===== src/rtl/dma_wr_master_burst_pkg.sv =====
// Shared types and helpers for the burst DMA write master.
package dma_wr_master_burst_pkg;

   typedef enum logic [2:0] {
      ST_IDLE,
      ST_REQ,
      ST_DATA,
      ST_DRAIN,
      ST_FIN
   } state_e;

   // Byte stride of one beat; instantiating modules bind BYTES_PER_BEAT from this.
   function automatic int unsigned bytes_per_beat(input int unsigned data_w);
      return data_w / 8;
   endfunction

endpackage


===== src/rtl/dma_wr_master_burst_fifo.sv =====
// Synchronous fall-through FIFO holding prefetched buffer beats.
module dma_prefetch_fifo #(
   parameter int unsigned DATA_W = 64,
   parameter int unsigned DEPTH  = 4,
   parameter int unsigned CNT_W  = $clog2(DEPTH + 1)
) (
   input  logic              clk,
   input  logic              rst_n,
   input  logic              flush_i,
   input  logic              push_i,
   input  logic [DATA_W-1:0] din_i,
   input  logic              pop_i,
   output logic [DATA_W-1:0] dout_o,
   output logic [CNT_W-1:0]  count_o
);

   localparam int unsigned PTR_W = (DEPTH > 1) ? $clog2(DEPTH) : 1;

   logic [DATA_W-1:0] mem_q [DEPTH];
   logic [PTR_W-1:0]  rd_ptr_q;
   logic [PTR_W-1:0]  wr_ptr_q;
   logic [CNT_W-1:0]  count_q;
   logic              do_push;
   logic              do_pop;

   assign do_push = push_i && (count_q != CNT_W'(DEPTH));
   assign do_pop  = pop_i && (count_q != '0);
   assign dout_o  = mem_q[rd_ptr_q];
   assign count_o = count_q;

   // Storage, circular pointers and occupancy.
   always_ff @(posedge clk or negedge rst_n) begin
      if (!rst_n) begin
         mem_q    <= '{default: '0};
         rd_ptr_q <= '0;
         wr_ptr_q <= '0;
         count_q  <= '0;
      end else if (flush_i) begin
         rd_ptr_q <= '0;
         wr_ptr_q <= '0;
         count_q  <= '0;
      end else begin
         if (do_push) begin
            mem_q[wr_ptr_q] <= din_i;
            wr_ptr_q <= (wr_ptr_q == PTR_W'(DEPTH - 1)) ? '0 : wr_ptr_q + 1'b1;
         end
         if (do_pop) begin
            rd_ptr_q <= (rd_ptr_q == PTR_W'(DEPTH - 1)) ? '0 : rd_ptr_q + 1'b1;
         end
         case ({do_push, do_pop})
            2'b10:   count_q <= count_q + 1'b1;
            2'b01:   count_q <= count_q - 1'b1;
            default: count_q <= count_q;
         endcase
      end
   end

endmodule


===== src/rtl/dma_wr_master_burst.sv =====
// DMA write master: splits a buffer region into bursts and streams it out.
module dma_wr_master_burst
   import dma_wr_master_burst_pkg::*;
#(
   parameter int unsigned ADDR_BIT  = 16,
   parameter int unsigned DATA_W    = 64,
   parameter int unsigned LEN_W     = 16,
   parameter int unsigned MAX_BURST = 256,
   parameter int unsigned RD_LAT    = 2
) (
   input  logic                clk,
   input  logic                rst_n,
   input  logic                start,
   output logic                busy,
   output logic                done,
   input  logic [31:0]         cfg_dma_addr,
   input  logic [LEN_W-1:0]    cfg_len,
   input  logic [ADDR_BIT:0]   cfg_buf_start,
   output logic [31:0]         dma_waddr,
   output logic                dma_wareq,
   output logic [LEN_W-1:0]    dma_wsize,
   input  logic                dma_wbusy,
   output logic [DATA_W-1:0]   dma_wdata,
   input  logic                dma_wvalid,
   output logic                dma_wready,
   output logic                rd_en,
   output logic [ADDR_BIT:0]   read_addr,
   input  logic [DATA_W-1:0]   read_data
);

   localparam int unsigned BYTES_PER_BEAT = bytes_per_beat(DATA_W);
   localparam int unsigned DEPTH          = RD_LAT + 2;
   localparam int unsigned CNT_W          = $clog2(DEPTH + 1);
   localparam logic [LEN_W-1:0] MAX_B     = LEN_W'(MAX_BURST);
   localparam logic [CNT_W:0]   CREDIT_MAX = (CNT_W + 1)'(DEPTH);

   state_e            state_q;
   logic              busy_q, done_q, wareq_q;
   logic [31:0]       waddr_q;
   logic [LEN_W-1:0]  wsize_q, remain_q, beat_cnt_q, total_q, rd_issued_q;
   logic [ADDR_BIT:0] raddr_q;
   logic [2:0]        sync_q;
   logic [RD_LAT-1:0] vpipe_q;

   logic              accept, beat, prefetch_on;
   logic [LEN_W-1:0]  burst_src, burst_d;
   logic [CNT_W-1:0]  fifo_count, inflight;
   logic [CNT_W:0]    credit;
   logic [DATA_W-1:0] fifo_dout;

   assign accept      = sync_q[1] && !sync_q[2] && (state_q == ST_IDLE);
   assign burst_src   = (state_q == ST_IDLE) ? cfg_len : remain_q;
   assign burst_d     = (burst_src > MAX_B) ? MAX_B : burst_src;
   assign prefetch_on = (state_q == ST_REQ) || (state_q == ST_DATA) || (state_q == ST_DRAIN);
   assign credit      = {1'b0, fifo_count} + {1'b0, inflight};

   assign dma_wready = (fifo_count != '0) && (state_q == ST_DATA);
   assign beat       = dma_wvalid && dma_wready;
   assign rd_en      = prefetch_on && (credit < CREDIT_MAX) && (rd_issued_q < total_q);

   assign busy      = busy_q;
   assign done      = done_q;
   assign dma_waddr = waddr_q;
   assign dma_wareq = wareq_q;
   assign dma_wsize = wsize_q;
   assign dma_wdata = fifo_dout;
   assign read_addr = raddr_q;

   // Reads issued but not yet landed in the FIFO.
   always_comb begin
      inflight = '0;
      for (int unsigned i = 0; i < RD_LAT; i++) begin
         inflight = inflight + CNT_W'(vpipe_q[i]);
      end
   end

   // Two-flop synchroniser plus one flop of history for rising-edge detect.
   always_ff @(posedge clk or negedge rst_n) begin
      if (!rst_n) sync_q <= '0;
      else        sync_q <= {sync_q[1:0], start};
   end

   // Transfer sequencing: burst requests, beat counting, address stepping.
   always_ff @(posedge clk or negedge rst_n) begin
      if (!rst_n) begin
         state_q    <= ST_IDLE;
         busy_q     <= 1'b0;
         done_q     <= 1'b0;
         wareq_q    <= 1'b0;
         waddr_q    <= '0;
         wsize_q    <= '0;
         remain_q   <= '0;
         beat_cnt_q <= '0;
         total_q    <= '0;
      end else begin
         done_q <= 1'b0;
         case (state_q)
            ST_IDLE: if (accept) begin
               busy_q     <= 1'b1;
               total_q    <= cfg_len;
               waddr_q    <= cfg_dma_addr;
               beat_cnt_q <= '0;
               if (cfg_len == '0) begin
                  state_q <= ST_FIN;
               end else begin
                  wsize_q  <= burst_d;
                  remain_q <= cfg_len - burst_d;
                  state_q  <= ST_REQ;
               end
            end
            ST_REQ: begin
               if (!wareq_q && !dma_wbusy) begin
                  wareq_q <= 1'b1;
               end else if (wareq_q && dma_wbusy) begin
                  wareq_q <= 1'b0;
                  state_q <= ST_DATA;
               end
            end
            ST_DATA: if (beat) begin
               if (beat_cnt_q == wsize_q - 1'b1) begin
                  beat_cnt_q <= '0;
                  state_q    <= ST_DRAIN;
               end else begin
                  beat_cnt_q <= beat_cnt_q + 1'b1;
               end
            end
            ST_DRAIN: if (!dma_wbusy) begin
               if (remain_q == '0) begin
                  state_q <= ST_FIN;
               end else begin
                  waddr_q  <= waddr_q + 32'(wsize_q) * BYTES_PER_BEAT;
                  wsize_q  <= burst_d;
                  remain_q <= remain_q - burst_d;
                  state_q  <= ST_REQ;
               end
            end
            ST_FIN: begin
               done_q  <= 1'b1;
               busy_q  <= 1'b0;
               state_q <= ST_IDLE;
            end
            default: state_q <= ST_IDLE;
         endcase
      end
   end

   // Credit-limited prefetch: buffer address, issued count, read valid pipe.
   always_ff @(posedge clk or negedge rst_n) begin
      if (!rst_n) begin
         raddr_q     <= '0;
         rd_issued_q <= '0;
         vpipe_q     <= '0;
      end else begin
         vpipe_q <= RD_LAT'({vpipe_q, rd_en});
         if (accept) begin
            raddr_q     <= cfg_buf_start;
            rd_issued_q <= '0;
         end else if (rd_en) begin
            raddr_q     <= raddr_q + 1'b1;
            rd_issued_q <= rd_issued_q + 1'b1;
         end
      end
   end

   dma_prefetch_fifo #(
      .DATA_W (DATA_W),
      .DEPTH  (DEPTH),
      .CNT_W  (CNT_W)
   ) u_fifo (
      .clk     (clk),
      .rst_n   (rst_n),
      .flush_i (accept),
      .push_i  (vpipe_q[RD_LAT-1]),
      .din_i   (read_data),
      .pop_i   (beat),
      .dout_o  (fifo_dout),
      .count_o (fifo_count)
   );

endmodule


===== config.mk =====
export PLATFORM = sky130hd
export DESIGN_NAME = dma_wr_master_burst
export DESIGN_NICKNAME = d
export VERILOG_FILES = /design/src/rtl/dma_wr_master_burst_pkg.sv /design/src/rtl/dma_wr_master_burst_fifo.sv /design/src/rtl/dma_wr_master_burst.sv
export SDC_FILE = /design/constraint.sdc
export NUM_CORES = 1
export LEC_CHECK = 0
export CORE_ASPECT_RATIO = 0.7
export CORE_UTILIZATION = 59
export CTS_BUF_LIST = sky130_fd_sc_hd__clkbuf_4 sky130_fd_sc_hd__clkbuf_8
export DETAILED_ROUTE_END_ITERATION = 7
export DONT_BUFFER_PORTS = 1
export PLACE_DENSITY = 0.75
export SYNTH_ARGS = -nofsm -noshare
export SYNTH_HDL_FRONTEND = slang
export SYNTH_SLANG_ARGS = --single-unit

===== constraint.sdc =====
create_clock -name clk -period 4.57 [get_ports clk]
set_input_delay 0.6855 -clock clk [delete_from_list [all_inputs] [get_ports clk]]
set_output_delay 0.6855 -clock clk [all_outputs]
set_load 0.05 [all_outputs]

==> impl_metrics.ini <==
[timing]
period_share = 0.904
min_period_ps = 4130
setup_viol = 0
hold_viol = 133
fin_hold_ws_ps = -225
tightest_slew_ps = 1520
skew_ps = 29.0
finalSetupTns_ps = 0
max_freq_mhz = 242
slew_headroom = -0.0157
rsz0062_at_grt = no
drv_slew = 40

[die]
core-area_mm2 = 0.0340
die_area_mm2 = 0.0358
die_h_um = 159
start_util = 0.608
die_w_um = 226
num_rows = 56
io_pins = 268

[power_and_ir_drop]
switching_share = 0.442
power_switching_uw = 7720
power_frac_seq = 0.407
leakage_uw = 0.00967
p_per_area_mw_per_mm2 = 779
combPwrFrac = 0.420
vdd_ir_drop_max_mv = 0.602
power.internal_uw = 9750
p_clk_frac = 0.173

[cts]
clk_latency_ps = 610
h-tree-depth = 2
cts_buffers = 60
clk_pin_slew_ps = 70
clock-root-buffer = clkbuf_8
post_cts_buffers = 0
cts_resized = 0
cts_tree = built
cts.path.max_buffers = 3
clock-sinks = 403

[layout]
drive_gt1_frac = 0.264
syn2layout_area_growth_pct = 8.48
nets = 1977
finish.utilization = 0.660

[logic_synthesis]
ys_types = 77
syn_area_mm2 = 0.0207
ys_ff_latch = 403
synth_top_area_share = 0.488
synth_ff_type = dfrtp_1
synth_area_leaders = dfrtp_1 49%, mux2_2 14%, mux4_2 7.0%
async_flop_share = 1.00
synth_edf_count = 0
synthCells = 1781
ys_seq_area_frac = 0.488
synth_top_area_cell = dfrtp_1
synth_warnings = 0
syn_area_per_cell_um2 = 11.6

[setup_path]
end_kind = flop
start_kind = flop
arrival_ps = 4600
critPathRequiredTime_ps = 5040
path_class = reg -> reg
crit_path_max_fanout = 11

[placement]
port_buffers = 0
place_congestion = 0.942
hpwl_um = 32900

[global_routing]
antenna_found_initial = 0
grt_max_degree = 404
globalRouteTotalUtil = 0.271
grt_pass1_vias = 14200
grt_pass1_wl_um = 76800
grt_overflow_total = 0

[drt]
drt_iter0_drc = 1063
wire_per_inst_um = 21.0
viasPerCell = 6.21
drtPass1Iterations = 5
antenna_left = 0
wl_um = 48100
drc = 0
num_vias = 14200

[min_path]
hold_path.class = in -> async

[outcome]
status = finished, violations left
violations = hold timing, slew limit

[job]
drv_cap = 0
## path summary, 6_finish.rpt
| path | start | endpoint | slack, ps | cells past startpoint |
|---|---|---|---|---|
| setup / recovery | state_q[0] | remain_q[15] | 440 | 13 |
| hold / removal | rst_n | dma_waddr[18] | -230 | 0 |
| setup reg to reg | state_q[0] | remain_q[15] | 440 | 13 |
| hold reg to reg | sync_q[0] | sync_q[1] | 350 | 0 |
| max in group asynchronous | rst_n | u_fifo.rd_ptr_q[0] | 3550 | 0 |
| min in group clk | start | sync_q[0] | 100 | 0 |
## logic make-up (layout without fill, tap and decap cells)
family	after synthesis	count (layout)	synth area share
fa+ha+maj	62	62	0.0386
mux	330	330	0.214
buf+inv	139	174	0.0274
xor+xnor	61	61	0.0258
compound gates	290	290	0.0911
flops	403	403	0.488
other cells	1	7	0.000181
simple gates	495	495	0.115
## area by class of cell
class                           count  area, um^2
Clock inverter                     12         125
Inverter                           43         161
Tap cell                          464         581
Clock buffer                       90        1110
Sequential cell                   403       10100
Fill cell                        2559       11600
Multi-Input combinational cell   1244       10100
Antenna cell                        1        2.50
Timing Repair Buffer               29         280
## metrics by stage
stage	total power, uW	instances	cell area, um^2	setup WS [ps]	hold slack (ps)
global placement	14100	2183	21200	509	337
global route	18400	2285	22400	200	-271
CTS	17500	2285	22400	535	-269
floorplan	13000	1786	20700	1000	331
finish	17500	2286	22400	438	-225
detailed placement	14500	2183	21200	447	338
## sequential cells by signal, summed over array words and instances, names as in the netlist
name,cells
dma_wsize,16
u_fifo.mem_q,256
rd_issued_q,16
busy,1
state_q,3
sync_q,3
dma_wareq,1
done,1
read_addr,17
total_q,16
beat_cnt_q,16
vpipe_q,2
u_fifo.wr_ptr_q,2
u_fifo.count_o,3
dma_waddr,32
remain_q,16
u_fifo.rd_ptr_q,2
## synth_stat cells, types with 21 or more instances
cell,count
dfrtp_1,403
mux2_2,258
clkbuf_1,51
nor2_1,81
inv_1,42
mux4_2,64
xnor2_1,42
o21ai_0,70
nor3_1,26
a21o_1,35
ha_1,59
buf_2,26
nand2_1,203
a31oi_1,21
nand3_1,49
a21oi_1,61
and3_1,21
## critical path, cell delays in order, from the launching register on
cell	delay (ps)
dfrtp_1	490
or3_1	580
o21a_1	250
nand3b_1	350
a21o_1	290
ha_1	290
nor2b_1	140
o31ai_1	370
a21oi_1	210
a211oi_1	440
o41a_1	290
o211ai_1	110
o31ai_1	80
a21oi_1	90
## power by group through the flow
stage / combinational [uW] / sequential [uW] / clock (uW)
2_1_floorplan: 6340 / 6650 / 0
3_3_place_gp: 7110 / 7010 / 0
3_5_place_dp: 7340 / 7150 / 0
4_1_cts: 7350 / 7100 / 3110
5_1_grt: 7860 / 7320 / 3260
6_report: 7330 / 7110 / 3030
## cell usage in the layout (no fill, tap or decap), drive strengths merged, types with 10 or more instances in the layout
cell | synthesis | routed
o21ai | 71 | 71
nand3 | 49 | 49
o211ai | 19 | 19
nor2 | 81 | 81
a211oi | 18 | 18
or4 | 16 | 16
mux4 | 64 | 64
clkbuf | 51 | 90
clkinv | 1 | 10
or3 | 14 | 14
ha | 59 | 59
dfrtp | 403 | 403
xnor2 | 42 | 42
nor3 | 29 | 29
mux2 | 258 | 258
inv | 42 | 43
nand2 | 204 | 204
a21o | 35 | 35
nor4 | 13 | 13
buf | 45 | 29
nand4 | 15 | 15
and3 | 21 | 21
a21oi | 62 | 62
a31oi | 21 | 21
xor2 | 19 | 19
and2 | 16 | 16
## per-layer routing
| layer | part of all wire | vias up | GRT usage |
|---|---|---|---|
| met1 | 0.45 | 7155 | 0.390 |
| met3 | 0.074 | 83 | 0.0627 |
| met4 | 0.023 | 0 | 0.0810 |
| met2 | 0.45 | 478 | 0.410 |
| li1 | - | 6484 | - |
| met5 | 0 | - | 0 |
Power figures use the tool's default switching activity.
